File: config.mk
export PLATFORM = sky130hd
export DESIGN_NAME = spi_tx_feeder
export DESIGN_NICKNAME = d
export VERILOG_FILES = /design/src/rtl/spi_package.sv /design/src/rtl/spi_sync_fifo.sv /design/src/rtl/spi_tx_feeder.sv
export SDC_FILE = /design/constraint.sdc
export NUM_CORES = 1
export LEC_CHECK = 0
export ABC_AREA = 1
export BUFFER_PORTS_ARGS = -buffer_cell sky130_fd_sc_hd__buf_2
export CORE_AREA = 3 3 108 110
export CTS_CLUSTER_SIZE = 14
export DETAILED_ROUTE_END_ITERATION = 12
export DIE_AREA = 0 0 111 113
export PLACE_DENSITY_LB_ADDON = 0.08
export SLEW_MARGIN = 20
export SYNTH_ARGS = -nofsm -noshare
export SYNTH_HDL_FRONTEND = slang
export SYNTH_SLANG_ARGS = --single-unit
File: constraint.sdc
create_clock -name clk -period 2.9 [get_ports clk]
set_input_delay 0 -clock clk [delete_from_list [all_inputs] [get_ports clk]]
set_output_delay 0 -clock clk [all_outputs]
set_load 0.02 [all_outputs]
File: src/rtl/spi_package.sv
// Shared definitions for the SPI transmit feeder.
// Purpose: default word width of the SPI master datapath and the feeder FSM state type.
// Ports: none (package).
package spi_package;

  localparam int DATA_WIDTH = 12;

  typedef enum logic [1:0] {
    IDLE   = 2'd0,
    LAUNCH = 2'd1,
    WAIT   = 2'd2
  } feeder_state_t;

endpackage

File: src/rtl/spi_sync_fifo.sv
// Circular synchronous FIFO used as the host-side command buffer of spi_tx_feeder.
// Ports:
//   clk, reset        clock, asynchronous active-high reset
//   push, push_data   write request and word; ignored when full unless a pop happens on the same edge
//   pop               read request; ignored when empty
//   head_data         word at the read pointer (valid when !empty)
//   full, empty       occupancy flags
//   level             number of stored words
module spi_sync_fifo #(
  parameter int DATA_WIDTH = 12,
  parameter int DEPTH      = 8
) (
  input  logic                       clk,
  input  logic                       reset,
  input  logic                       push,
  input  logic [DATA_WIDTH-1:0]      push_data,
  input  logic                       pop,
  output logic [DATA_WIDTH-1:0]      head_data,
  output logic                       full,
  output logic                       empty,
  output logic [$clog2(DEPTH+1)-1:0] level
);

  localparam int AW = $clog2(DEPTH);
  localparam int LW = $clog2(DEPTH+1);

  logic [DATA_WIDTH-1:0] mem [DEPTH];
  logic [AW-1:0]         wr_ptr;
  logic [AW-1:0]         rd_ptr;
  logic                  do_push;
  logic                  do_pop;

  assign empty     = (level == '0);
  assign full      = (level == LW'(DEPTH));
  assign head_data = mem[rd_ptr];

  // A pop on the same edge frees a slot, so a write into a full FIFO is still accepted.
  assign do_pop  = pop && !empty;
  assign do_push = push && (!full || do_pop);

  always_ff @(posedge clk) begin
    if (do_push) begin
      mem[wr_ptr] <= push_data;
    end
  end

  // DEPTH is a power of two, so the pointers wrap by natural overflow.
  always_ff @(posedge clk or posedge reset) begin
    if (reset) begin
      wr_ptr <= '0;
      rd_ptr <= '0;
      level  <= '0;
    end else begin
      if (do_push) wr_ptr <= wr_ptr + AW'(1);
      if (do_pop)  rd_ptr <= rd_ptr + AW'(1);
      case ({do_push, do_pop})
        2'b10:   level <= level + LW'(1);
        2'b01:   level <= level - LW'(1);
        default: level <= level;
      endcase
    end
  end

endmodule

File: src/rtl/spi_tx_feeder.sv
// Host-side feeder for spi_top: queues command words and hands them to the SPI master
// one at a time over its data_in/new_data/done handshake, with a transfer watchdog and
// sticky error flags so a hung link cannot stall the host.
// Ports:
//   clk, reset             clock, asynchronous active-high reset
//   wr_en, wr_data         host write strobe and word
//   full, empty, level     FIFO status
//   spi_data, spi_new_data to spi_top.data_in / spi_top.new_data (1-cycle pulse)
//   spi_done               from spi_top.done
//   busy                   transfer in progress (LAUNCH or WAIT)
//   sent_count             completed transfers, wrapping
//   overflow, timeout_err  sticky error flags
//   clear_err              synchronous clear of both sticky flags
//
// state  | meaning
// IDLE   | no transfer; pops the FIFO head into spi_data when a word is queued
// LAUNCH | spi_new_data pulse, watchdog restarted
// WAIT   | spi_data held until spi_done or watchdog expiry
module spi_tx_feeder #(
  parameter int DATA_WIDTH     = spi_package::DATA_WIDTH,
  parameter int DEPTH          = 8,
  parameter int TIMEOUT_CYCLES = 1024
) (
  input  logic                       clk,
  input  logic                       reset,
  input  logic                       wr_en,
  input  logic [DATA_WIDTH-1:0]      wr_data,
  output logic                       full,
  output logic                       empty,
  output logic [$clog2(DEPTH+1)-1:0] level,
  output logic [DATA_WIDTH-1:0]      spi_data,
  output logic                       spi_new_data,
  input  logic                       spi_done,
  output logic                       busy,
  output logic [15:0]                sent_count,
  output logic                       overflow,
  output logic                       timeout_err,
  input  logic                       clear_err
);

  import spi_package::*;

  localparam int WDW = $clog2(TIMEOUT_CYCLES);
  localparam logic [WDW-1:0] WD_LAST = WDW'(TIMEOUT_CYCLES - 1);

  feeder_state_t         state;
  feeder_state_t         state_nxt;
  logic [WDW-1:0]        watchdog;
  logic [DATA_WIDTH-1:0] head_data;
  logic                  pop;
  logic                  done_evt;
  logic                  wd_expire;
  logic                  ovf_evt;

  assign pop       = (state == IDLE) && !empty;
  assign done_evt  = (state == WAIT) && spi_done;
  // Done on the expiry cycle counts as a completed transfer, not a timeout.
  assign wd_expire = (state == WAIT) && !spi_done && (watchdog == WD_LAST);
  assign ovf_evt   = wr_en && full && !pop;

  spi_sync_fifo #(
    .DATA_WIDTH (DATA_WIDTH),
    .DEPTH      (DEPTH)
  ) u_fifo (
    .clk       (clk),
    .reset     (reset),
    .push      (wr_en),
    .push_data (wr_data),
    .pop       (pop),
    .head_data (head_data),
    .full      (full),
    .empty     (empty),
    .level     (level)
  );

  always_ff @(posedge clk or posedge reset) begin
    if (reset) begin
      state <= IDLE;
    end else begin
      state <= state_nxt;
    end
  end

  always_comb begin
    state_nxt = state;
    case (state)
      IDLE:    if (!empty) state_nxt = LAUNCH;
      LAUNCH:  state_nxt = WAIT;
      WAIT:    if (done_evt || wd_expire) state_nxt = IDLE;
      default: state_nxt = IDLE;
    endcase
  end

  always_comb begin
    spi_new_data = 1'b0;
    busy         = 1'b0;
    case (state)
      LAUNCH: begin
        spi_new_data = 1'b1;
        busy         = 1'b1;
      end
      WAIT:    busy = 1'b1;
      default: ;
    endcase
  end

  always_ff @(posedge clk or posedge reset) begin
    if (reset) begin
      spi_data    <= '0;
      watchdog    <= '0;
      sent_count  <= '0;
      overflow    <= 1'b0;
      timeout_err <= 1'b0;
    end else begin
      if (pop) spi_data <= head_data;

      if (state == LAUNCH)    watchdog <= '0;
      else if (state == WAIT) watchdog <= watchdog + WDW'(1);

      if (done_evt) sent_count <= sent_count + 16'd1;

      // A new error event outranks a clear on the same edge.
      if (ovf_evt)        overflow <= 1'b1;
      else if (clear_err) overflow <= 1'b0;

      if (wd_expire)      timeout_err <= 1'b1;
      else if (clear_err) timeout_err <= 1'b0;
    end
  end

endmodule

==> impl_results.md, run 1 <==
- Final WL: 13.2 mm
- Int Power: 4.81 mW
- Root buffer cell: clkbuf_8
- Antenna violations before repair: 0
- Pins Over Slew Limit: 0
- Number of remaining DRC errors: 0
- Yosys top cell by area: edfxtp_1
- FP Rows: 38
- Crit Path Max Fanout: 12
- Sw Ratio: 37.4%
- Die Area: 12500 um2
- Setup Fix Bufs, Post-CTS: 0
- Post-synth EDFFs: 96
- Cell with the most instances after synthesis: edfxtp_1
- Clock Tree Buf Depth: 2
- Syn Inst Count: 540
- Die X: 111 um
- MaxCap Viol Count: 0
- Combinational Power Share: 33.4%
- Clock buffer count from CTS: 17
- Die height: 113 um
- Final Critical Period: 2.12 ns
- CTS H-tree lvls: 4
- Worst slew pin tran: 0.906 ns
- Final Cycle Share: 72.9%
- Core area: 10800 um2
- Netlist cell types: 38
- Layout area overhead: 19.3%
- Final setup vio count: 0
- Synth cell count leaders: edfxtp_1 (96), nand2_1 (72), nor2_1 (70), o21ai_0 (56), dfrtp_1 (52)
- CTS Hold Bufs: 17
- Required time of the critical path: 3.13 ns
- Filler cells: 781
- Clock transition at path regs: 0.07 ns
- Placed inst area: 6710 um2
- Clk_lat worst skew: 0.53 ns
- Endpoints failing hold: 0
- DR iter-0 viols: 306
- Slew Limit Headroom: 39.5%
- Leakage: 3.14 nW
- CP Capture Point: u_fifo.mem[4][3]
- Power density over the cells: 1030 nW/um2
- VDD IR-drop max: 0.637 mV
- First-pass GRT wire length: 21.9 mm
- Nets: 648
- Via Count: 4292
- FF-to-FF setup slack: 0.78 ns
- Worst r2r path cells: 8
- Clock power frac: 28.5%
- IO Pins: 55
- Seq pwr share: 38.0%
- Initial core utilization: 58.0%
- Hpwl dp: 8.51 mm
- Largest net degree at the start of global routing: 53
- Final ANT Viol Nets: 0
- Max Fclk: 473 MHz
- Seq cells post-synth: 148
- Min-Delay Path Class: in2async
- Finished Core Util: 69.2%
- # resized after CTS: 0
- Yosys warning count: 0
- Net Count, Synth: 566
- Post-synth top area share: 46.0%
- CTS tree: built
- Vias in the first global route: 4297
- Most used DFF post-synth: edfxtp_1
- Crit path kind: reg2reg
- Mean post-synth cell area: 11.6 um2
- GRT Total Usage: 22.3%
- DRT Pass-1 Iters: 5
- Final GP Congestion: 0.877
- Critical path endpoint category: register
- Startpoint Class: register
- Final TNS setup: 0 ns
- Syn Std Cell Area: 6260 um2
- Net Switching: 2.87 mW
- Outcome: completed
- Synth area leaders: edfxtp_1 (46%), dfrtp_1 (21%), o21ai_0 (4.5%)
- Worst Path Arrival: 2.34 ns
- Ys async rst share: 35.1%
- Layout cells sized above 1: 19.1%
- Sequential-to-total area share from yosys stat: 66.8%
- Average routed wire per standard cell: 17.0 um
- N_diodes: 0
- Worst r2r src: state[0]
- RSZ-0062 raised after global routing: false
- Finished Cell Area: 7470 um2
- RR Endpoint: u_fifo.mem[4][3]
- Worst setup startpoint: state[0]
- Vias per cell: 5.54
- Final Skew: 0.0104 ns
- GR Overflow Total: 0
- Clk sinks: 148
- Port bufs: 54
-- cells by family after synthesis --
| family | after synthesis | synth area share (%) |
|---|---|---|
| AO/OA/AOI/OAI | 108 | 10.4 |
| XOR/XNOR | 19 | 2.66 |
| adder cells (fa/ha/maj) | 9 | 1.80 |
| buffers and inverters | 68 | 4.26 |
| flip-flops | 148 | 66.8 |
| AND/OR/NAND/NOR | 188 | 14.1 |
-- worst max-delay path, cell delays in order (launching register included) --
cell and delay [ns]:
dfrtp_1 0.39, inv_1 0.13, ha_1 0.34, inv_1 0.11, nand2_2 0.09, nand2_2 0.06
or2_2 0.34, nor2_1 0.13, buf_4 0.22
-- power by group through the flow --
| stage | Sequential (mW) | Combinational (mW) | Clock [mW] |
|---|---|---|---|
| after global placement | 2.95 | 2.47 | 0 |
| after detailed placement | 2.96 | 2.54 | 0 |
| after global routing | 2.96 | 2.89 | 2.32 |
| after floorplan | 3.10 | 1.66 | 0 |
| after CTS | 2.92 | 2.59 | 2.21 |
| final | 2.92 | 2.57 | 2.19 |
-- routing by layer --
metal,routed length [um],vias up,track usage [%],share of wire (%)
met3,770,28,5.56,5.8
met1,6080,2068,30.9,46
met4,310,0,9.44,2.3
li1,-,2051,-,-
met2,6050,145,34.1,46
met5,0,-,0,0
-- through the flow --
step / std cells / hold slack [ns] / setup slack (ns) / total power, mW
after floorplan: 540 / 0.0989 / 0.658 / 4.76
after global placement: 726 / 0.229 / 0.891 / 5.42
after detailed placement: 726 / 0.232 / 0.814 / 5.50
after CTS: 775 / 0.223 / 0.771 / 7.72
after global routing: 775 / 0.242 / 0.667 / 8.18
final: 775 / 0.182 / 0.784 / 7.68
-- state kept, by name, indices dropped and copies added, names as in the netlist, 2 cells and up --
signal and flops:
spi_data 12, u_fifo.wr_ptr 3, u_fifo.rd_ptr 3, u_fifo.level 4, u_fifo.mem 96, sent_count 16
watchdog 10, state 2
-- cells in the final DEF, fill, tap and decap left out, types with 4 or more instances in the layout --
cell type / instances
o21ai_0: 56
a21oi_1: 5
nand4_1: 5
xnor2_1: 7
buf_2: 54
nor2_1: 70
nand2_4: 4
o211ai_1: 12
o221ai_1: 13
dfrtp_1: 52
o22ai_1: 14
buf_4: 11
dlygate4sd3_1: 17
xor2_1: 12
nand3_1: 15
clkbuf_16: 16
inv_1: 46
nand2_1: 72
clkinv_2: 4
nor3_1: 5
edfxtp_1: 96
nand2_2: 4
ha_1: 9
-- area by class of cell --
| cell class | instances | area [um2] | area share [%] |
|---|---|---|---|
| clock buffer | 17 | 414 | 5.54 |
| clock inverter | 15 | 180 | 2.41 |
| inverter | 49 | 185 | 2.48 |
| multi-input combinational | 324 | 1810 | 24.2 |
| sequential | 148 | 4180 | 56.0 |
| tap | 140 | 175 | 2.34 |
| timing repair buffer | 82 | 523 | 7.00 |
-- how the worst min path moves through the flow --
stage / start / to / slack [ns] / depth (start not counted)
final: reset / spi_data[9] / 0.18 / 3
after global routing: clear_err / overflow / 0.24 / 3
after CTS: clear_err / overflow / 0.22 / 3
after detailed placement: clear_err / overflow / 0.23 / 2
after global placement: clear_err / timeout_err / 0.23 / 2
after floorplan: wr_data[0] / u_fifo.mem[0][0] / 0.1 / 0
Note: power is estimated with default switching activity, not from simulation.
==> run 2: changes to the inputs <==
- ABC_AREA: 1 -> 0
- CORE_AREA: 3 3 108 110 -> 3 3 107 109
- DIE_AREA: 0 0 111 113 -> 0 0 110 112
- clock period: 2.9 -> 2.1 ns (I/O delays scaled with it)
==> impl_results.md, run 2 <==
- Net Switching: 3.61 mW (+26%)
- Die X: 110 um (-0.90%)
- Clk sinks: 148 (unchanged)
- Average routed wire per standard cell: 18.3 um (+7.3%)
- FP Rows: 38 (unchanged)
- Sw Ratio: 33.9% (-3.5 points)
- Leakage: 3.00 nW (-4.7%)
- Worst Path Arrival: 2.43 ns (+0.09 ns)
- Clock buffer count from CTS: 17 (unchanged)
- Clock Tree Buf Depth: 2 (unchanged)
- Netlist cell types: 42 (+11%)
- Syn Std Cell Area: 6170 um2 (-1.5%)
- CTS tree: built
- Mean post-synth cell area: 14.7 um2 (+27%)
- CTS H-tree lvls: 4 (unchanged)
- Synth cell count leaders: edfxtp_1 (96), dfrtp_1 (52), nand2_1 (34), mux2_2 (29), mux2i_1 (26)
- Finished Core Util: 70.3% (+1.1 points)
- MaxCap Viol Count: 0 (unchanged)
- Placed inst area: 6730 um2 (+0.28%)
- Worst slew pin tran: 0.680 ns (-0.226 ns)
- Ys async rst share: 35.1% (unchanged)
- Endpoints failing hold: 0 (unchanged)
- Largest registers: u_fifo.mem: 96 flops, sent_count: 16 flops, spi_data: 12 flops
- GR Overflow Total: 0 (unchanged)
- Critical path cell sequence: or4b_4 -> buf_4 -> o32ai_1 -> dlygate4sd3_1
- Slowest CP cell: dlygate4sd3_1
- Antenna violations before repair: 0 (unchanged)
- Yosys warning count: 0 (unchanged)
- IO Pins: 55 (unchanged)
- N_diodes: 0 (unchanged)
- Core area: 10700 um2 (-0.88%)
- Outcome: completed
- Worst stage delay on the critical path: 0.58 ns (+0.19 ns)
- Post-synth EDFFs: 96 (unchanged)
- Net Count, Synth: 446 (-21%)
- Leading cell type in the layout, fill and taps excluded: edfxtp_1
- DRT Pass-1 Iters: 4 (-1)
- Die height: 112 um (-0.88%)
- Crit path kind: reg2reg
- Layout cells sized above 1: 28.7% (+9.7 points)
- Delay-heaviest family, CP: buffers and inverters
- Placed instance count: 618 (-15%)
- DR iter-0 viols: 252 (-18%)
- Final WL: 12.2 mm (-7.4%)
- Cell with the most instances after synthesis: edfxtp_1
- Largest register FFs: 96 (unchanged)
- Finished Cell Area: 7520 um2 (+0.67%)
- Initial core utilization: 57.7% (-0.34 points)
- Power density over the cells: 1420 nW/um2 (+38%)
- Synth area leaders: edfxtp_1 (47%), dfrtp_1 (21%), mux2_2 (5.3%)
- Int Power: 7.04 mW (+46%)
- Layout area overhead: 21.9%
- Clk_lat worst skew: 0.53 ns (about the same)
- Vias per cell: 5.58 (+0.73%)
- Syn Inst Count: 420 (-22%)
- Post-synth top area share: 46.7% (+0.68 points)
- GRT Total Usage: 21.5% (-0.83 points)
- Sequential-to-total area share from yosys stat: 67.8% (+0.99 points)
- Final Skew: 0.00957 ns (-0.000809 ns)
- Slew Limit Headroom: 54.5% (+15 points)
- Final ANT Viol Nets: 0 (unchanged)
- Root buffer cell: clkbuf_8
- Final setup vio count: 0 (unchanged)
- Fin cells: 669 (-14%)
- First-pass GRT wire length: 19.7 mm (-10%)
- Required time of the critical path: 2.56 ns (-0.57 ns)
- Final Critical Period: 1.97 ns (-0.148 ns)
- Pins Over Slew Limit: 0 (unchanged)
- VDD IR-drop max: 0.699 mV (+9.7%)
- Yosys top cell by area: edfxtp_1
- Combinational Power Share: 35.0% (+1.6 points)
- Number of remaining DRC errors: 0 (unchanged)
- Max Fclk: 508 MHz (+7.5%)
- Critical path endpoint category: register
- Vias in the first global route: 3787 (-12%)
- RSZ-0062 raised after global routing: false
- Startpoint Class: register
- Final Cycle Share: 93.7% (+21 points)
- Final Power: 10.6 mW (+39%)
- Bufs and invs on worst path: 2 (-1)
- Final GP Congestion: 0.809 (-7.7%)
- Most used DFF post-synth: edfxtp_1
- Clock power frac: 26.6% (-1.9 points)
- Seq cells post-synth: 148 (unchanged)
- Min-Delay Path Class: in2async
- Nets: 542 (-16%)
- Die Area: 12300 um2 (-1.8%)
- Crit Path Max Fanout: 4 (-8)
- Via Count: 3732 (-13%)
- Clock transition at path regs: 0.06 ns (about the same)
- Largest Register: u_fifo.mem
- Hpwl dp: 7.96 mm (-6.5%)
- Port bufs: 54 (unchanged)
- Largest net degree at the start of global routing: 51 (-3.8%)
- Seq pwr share: 38.5% (+0.5 points)
- Most frequent cells in the layout: edfxtp_1 (96), buf_2 (54), dfrtp_1 (51), nand2_1 (34), mux2_2 (29)
run 2: worst paths after layout:
check,from,to,slack (ns),cells after the start
max,u_fifo.level[1],overflow,0.13,4
min,reset,sent_count[13],0.09,3
max reg2reg,u_fifo.level[1],overflow,0.13,4
min reg2reg,sent_count[15],sent_count[15],0.47,1
max in group asynchronous,reset,spi_data[1],1.35,4
min in group clk,clear_err,timeout_err,0.23,3
run 2: layout make-up:
cell class / instances / area, um2
Inverter: 11 / 41.3
Sequential cell: 148 / 4190
Clock buffer: 23 / 447
Clock inverter: 9 / 106
Timing Repair Buffer: 97 / 673
Multi-Input combinational cell: 241 / 1900
Fill cell: 745 / 3170
Tap cell: 140 / 175
run 2: what timing repair did:
item	in CTS	in global routing
setup endpoints to repair	71	28
pin swaps	0	2
gates resized for setup	6	0
hold buffers	17	0
setup buffers	0	2
endpoints found under the hold margin	136	0
run 2: logic make-up after synthesis:
family,share of synthesized area (%)
adder cells (fa/ha/maj),1.82
XOR/XNOR,3.69
multiplexers,9.51
flip-flops,67.8
AND/OR/NAND/NOR,7.20
buffers and inverters,2.76
AO/OA/AOI/OAI,7.22
run 2: power groups by stage:
| stage | Combinational [mW] | Sequential (mW) | Clock (mW) |
|---|---|---|---|
| floorplan | 2.37 | 4.32 | 0 |
| global placement | 3.56 | 4.10 | 0 |
| detailed placement | 3.65 | 4.13 | 0 |
| CTS | 3.74 | 4.10 | 2.87 |
| global route | 4.08 | 4.17 | 3.03 |
| finish | 3.72 | 4.10 | 2.83 |
run 2: per-layer routing:
metal	vias to the layer above	GRT usage, %	wire length, um	share of wire [%]
li1	1773	-	-	-
met2	80	33.6	6010	49
met3	13	4.52	451	3.7
met5	-	0	0	0
met1	1866	29.9	5590	46
met4	0	7.48	176	1.4
run 2: worst reg2reg max path: cells and delay by family (launching register included):
| family | cells | cell delay (ns) |
|---|---|---|
| DFF | 1 | 0.38 |
| and+or+nand+nor | 1 | 0.56 |
| buffers and inverters | 2 | 0.76 |
| AOI/OAI and AO/OA | 1 | 0.21 |
run 2: through the flow:
step / TNS (ns) / setup slack (ns) / hold WS, ns
after CTS: 0 / 0.0345 / 0.0986
final: 0 / 0.132 / 0.0943
after global placement: -0.199 / -0.0170 / 0.105
after detailed placement: -2.60 / -0.0727 / 0.111
after global routing: 0 / 0.00261 / 0.150
after floorplan: -0.122 / -0.0102 / 0.0911
==> run 3: changes to the inputs <==
--- a/config.mk
+++ b/config.mk
@@ -8,3 +8,3 @@
 export ABC_AREA = 0
-export BUFFER_PORTS_ARGS = -buffer_cell sky130_fd_sc_hd__buf_2
+export BUFFER_PORTS_ARGS = -buffer_cell sky130_fd_sc_hd__clkbuf_2
 export CORE_AREA = 3 3 107 109
--- a/constraint.sdc
+++ b/constraint.sdc
@@ -3,2 +3,2 @@
 set_output_delay 0 -clock clk [all_outputs]
-set_load 0.02 [all_outputs]
+set_load 0.005 [all_outputs]
==> impl_results.md, run 3 (synthesis results as in run 2) <==
- Outcome: completed
- Final TNS setup: 0 ns (unchanged)
- Worst Path Arrival: 2.24 ns (-0.19 ns)
- Max Fclk: 507 MHz (-0.24%)
- Die height: 112 um (unchanged)
- Critical path endpoint category: register
- DR iter-0 viols: 271 (+7.5%)
- Vias in the first global route: 3830 (+1.1%)
- Required time of the critical path: 2.36 ns (-0.20 ns)
- Final Power: 10.3 mW (-3.7%)
- Largest register FFs: 96 (unchanged)
- First-pass GRT wire length: 20.1 mm (+2.4%)
- Antenna violations before repair: 0 (unchanged)
- Largest Register: u_fifo.mem
- Clock transition at path regs: 0.06 ns (about the same)
- Most used cell, CP: buf_4
- Net Switching: 3.39 mW (-6.0%)
- Int Power: 6.86 mW (-2.5%)
- Leakage: 2.95 nW (-1.5%)
- Most frequent cells in the layout: edfxtp_1 (96), clkbuf_2 (54), dfrtp_1 (51), nand2_1 (33), mux2_2 (29)
- Largest registers: u_fifo.mem: 96 flops, sent_count: 16 flops, spi_data: 12 flops
- Layout cells sized above 1: 29.3% (+0.60 points)
- Root buffer cell: clkbuf_8
- Largest net degree at the start of global routing: 51 (unchanged)
- Power density over the cells: 1370 nW/um2 (-2.9%)
- Endpoints failing hold: 0 (unchanged)
- Placed instance count: 617 (-0.16%)
- Final setup vio count: 0 (unchanged)
- Crit path kind: reg2reg
- N_diodes: 0 (unchanged)
- Layout area overhead: 20.9%
- Setup WS post-layout: 0.127 ns (-0.00472 ns)
- Min-Delay Path Class: in2reg
- Clock power frac: 26.8% (+0.2 points)
- Slew Limit Headroom: 42.5% (-12 points)
- Sw Ratio: 33.1% (-0.81 points)
- Port bufs: 54 (unchanged)
- Startpoint Class: register
- MaxCap Viol Count: 0 (unchanged)
- Worst slew pin tran: 0.861 ns (+0.181 ns)
- RSZ-0062 raised after global routing: false
- FP Rows: 38 (unchanged)
- Worst stage delay on the critical path: 0.55 ns (-0.03 ns)
- Final ANT Viol Nets: 0 (unchanged)
- Slowest CP cell: or4b_4
- Average routed wire per standard cell: 18.4 um (+0.92%)
- Clock buffer count from CTS: 17 (unchanged)
- Initial core utilization: 57.7% (unchanged)
- Final WL: 12.3 mm (+0.32%)
- Number of remaining DRC errors: 0 (unchanged)
- Crit Path Max Fanout: 12 (+8)
- Final Cycle Share: 93.9% (+0.22 points)
- CTS tree: built
- Critical path cell sequence: or4b_4 -> buf_4 -> o21ai_4 -> buf_4 -> nor4b_2 -> buf_4
- Setup Fix Bufs, Post-CTS: 0 (unchanged)
- Final GP Congestion: 0.815 (+0.68%)
- CTS H-tree lvls: 4 (unchanged)
- Die X: 110 um (unchanged)
- Clk sinks: 148 (unchanged)
- GR Overflow Total: 0 (unchanged)
- DRT Pass-1 Iters: 4 (unchanged)
- Combinational Power Share: 32.8% (-2.2 points)
- Clk_lat worst skew: 0.52 ns (about the same)
- Final Critical Period: 1.97 ns (+0.00472 ns)
- Via Count: 3731 (-0.027%)
- Fin cells: 665 (-0.60%)
- IO Pins: 55 (unchanged)
- VDD IR-drop max: 0.793 mV (+14%)
- Hpwl dp: 7.89 mm (-0.91%)
- Post-place setup slack: -0.0739 ns (-0.00127 ns)
- Pins Over Slew Limit: 0 (unchanged)
- Nets: 538 (-0.74%)
- Core area: 10700 um2 (unchanged)
- Clock Tree Buf Depth: 2 (unchanged)
- Vias per cell: 5.61 (+0.57%)
- Seq pwr share: 40.4% (+1.9 points)
- Leading cell type in the layout, fill and taps excluded: edfxtp_1
- Final Skew: 0.0108 ns (+0.00128 ns)
- Die Area: 12300 um2 (unchanged)
- GRT Total Usage: 22.0% (+0.49 points)
[run 3: cell count changes in the layout (fill, tap and decap cells not counted), sizes merged]
cell         delta
clkinvlp        +2
dlygate4sd3     -1
inv             +1
clkinv          +2
bufinv          -1
clkbuf         +50
buf            -57
[run 3: timing repair]
action | CTS | global route
pin swaps | 0 | 2
hold endpoints to repair | 140 | 0
hold buffers | 16 | 0
resized for setup | 2 | 6
endpoints found under the setup margin | 60 | 49
[run 3: layout make-up]
cell class | instances | area (um2)
inverter | 11 | 41.3
timing repair buffer | 93 | 616
sequential | 148 | 4190
fill | 744 | 3240
clock buffer | 19 | 432
clock inverter | 13 | 109
multi-input combinational | 241 | 1900
tap | 140 | 175
[run 3: per-layer routing]
metal  vias to the layer above  wire length (um)  GRT usage, %
met4                         0               120          7.56
li1                       1769                 -             -
met1                      1872              5410          31.5
met5                         -                 0             0
met3                         9               600          4.23
met2                        81              6140          33.8
[run 3: worst max-delay path: cells and delay by family (launching register included)]
family / cells / cell delay [ns]
AO/OA/AOI/OAI: 1 / 0.17
buffers and inverters: 3 / 0.57
flip-flops: 1 / 0.37
AND/OR/NAND/NOR: 2 / 0.60
[run 3: stage by stage]
stage | util, % | hold WS [ns] | instance area (um2)
5_1_grt | 69.7 | 0.0550 | 7460
6_report | 69.7 | 0.0451 | 7460
2_1_floorplan | - | 0.0911 | 6210
3_3_place_gp | 62.8 | 0.206 | 6720
3_5_place_dp | 62.8 | 0.209 | 6720
4_1_cts | 69.4 | 0.0292 | 7430
[run 3: worst paths after layout]
kind | startpoint | endpoint | slack, ns | depth (start not counted)
max reg2reg | u_fifo.level[1] | u_fifo.mem[4][9] | 0.13 | 6
max | u_fifo.level[1] | u_fifo.mem[4][9] | 0.13 | 6
min reg2reg | sent_count[15] | sent_count[15] | 0.47 | 1
min in group asynchronous | reset | spi_data[0] | 0.20 | 3
min | wr_en | u_fifo.level[2] | 0.05 | 4
max in group asynchronous | reset | state[1] | 1.26 | 4
[run 3: power by group through the flow]
| stage | clock network [mW] | logic [mW] | registers [mW] |
|---|---|---|---|
| 5_1_grt | 2.95 | 3.73 | 4.22 |
| 3_5_place_dp | 0 | 3.33 | 4.17 |
| 4_1_cts | 2.80 | 3.38 | 4.12 |
| 6_report | 2.75 | 3.36 | 4.14 |
| 3_3_place_gp | 0 | 3.23 | 4.14 |
| 2_1_floorplan | 0 | 2.32 | 4.10 |
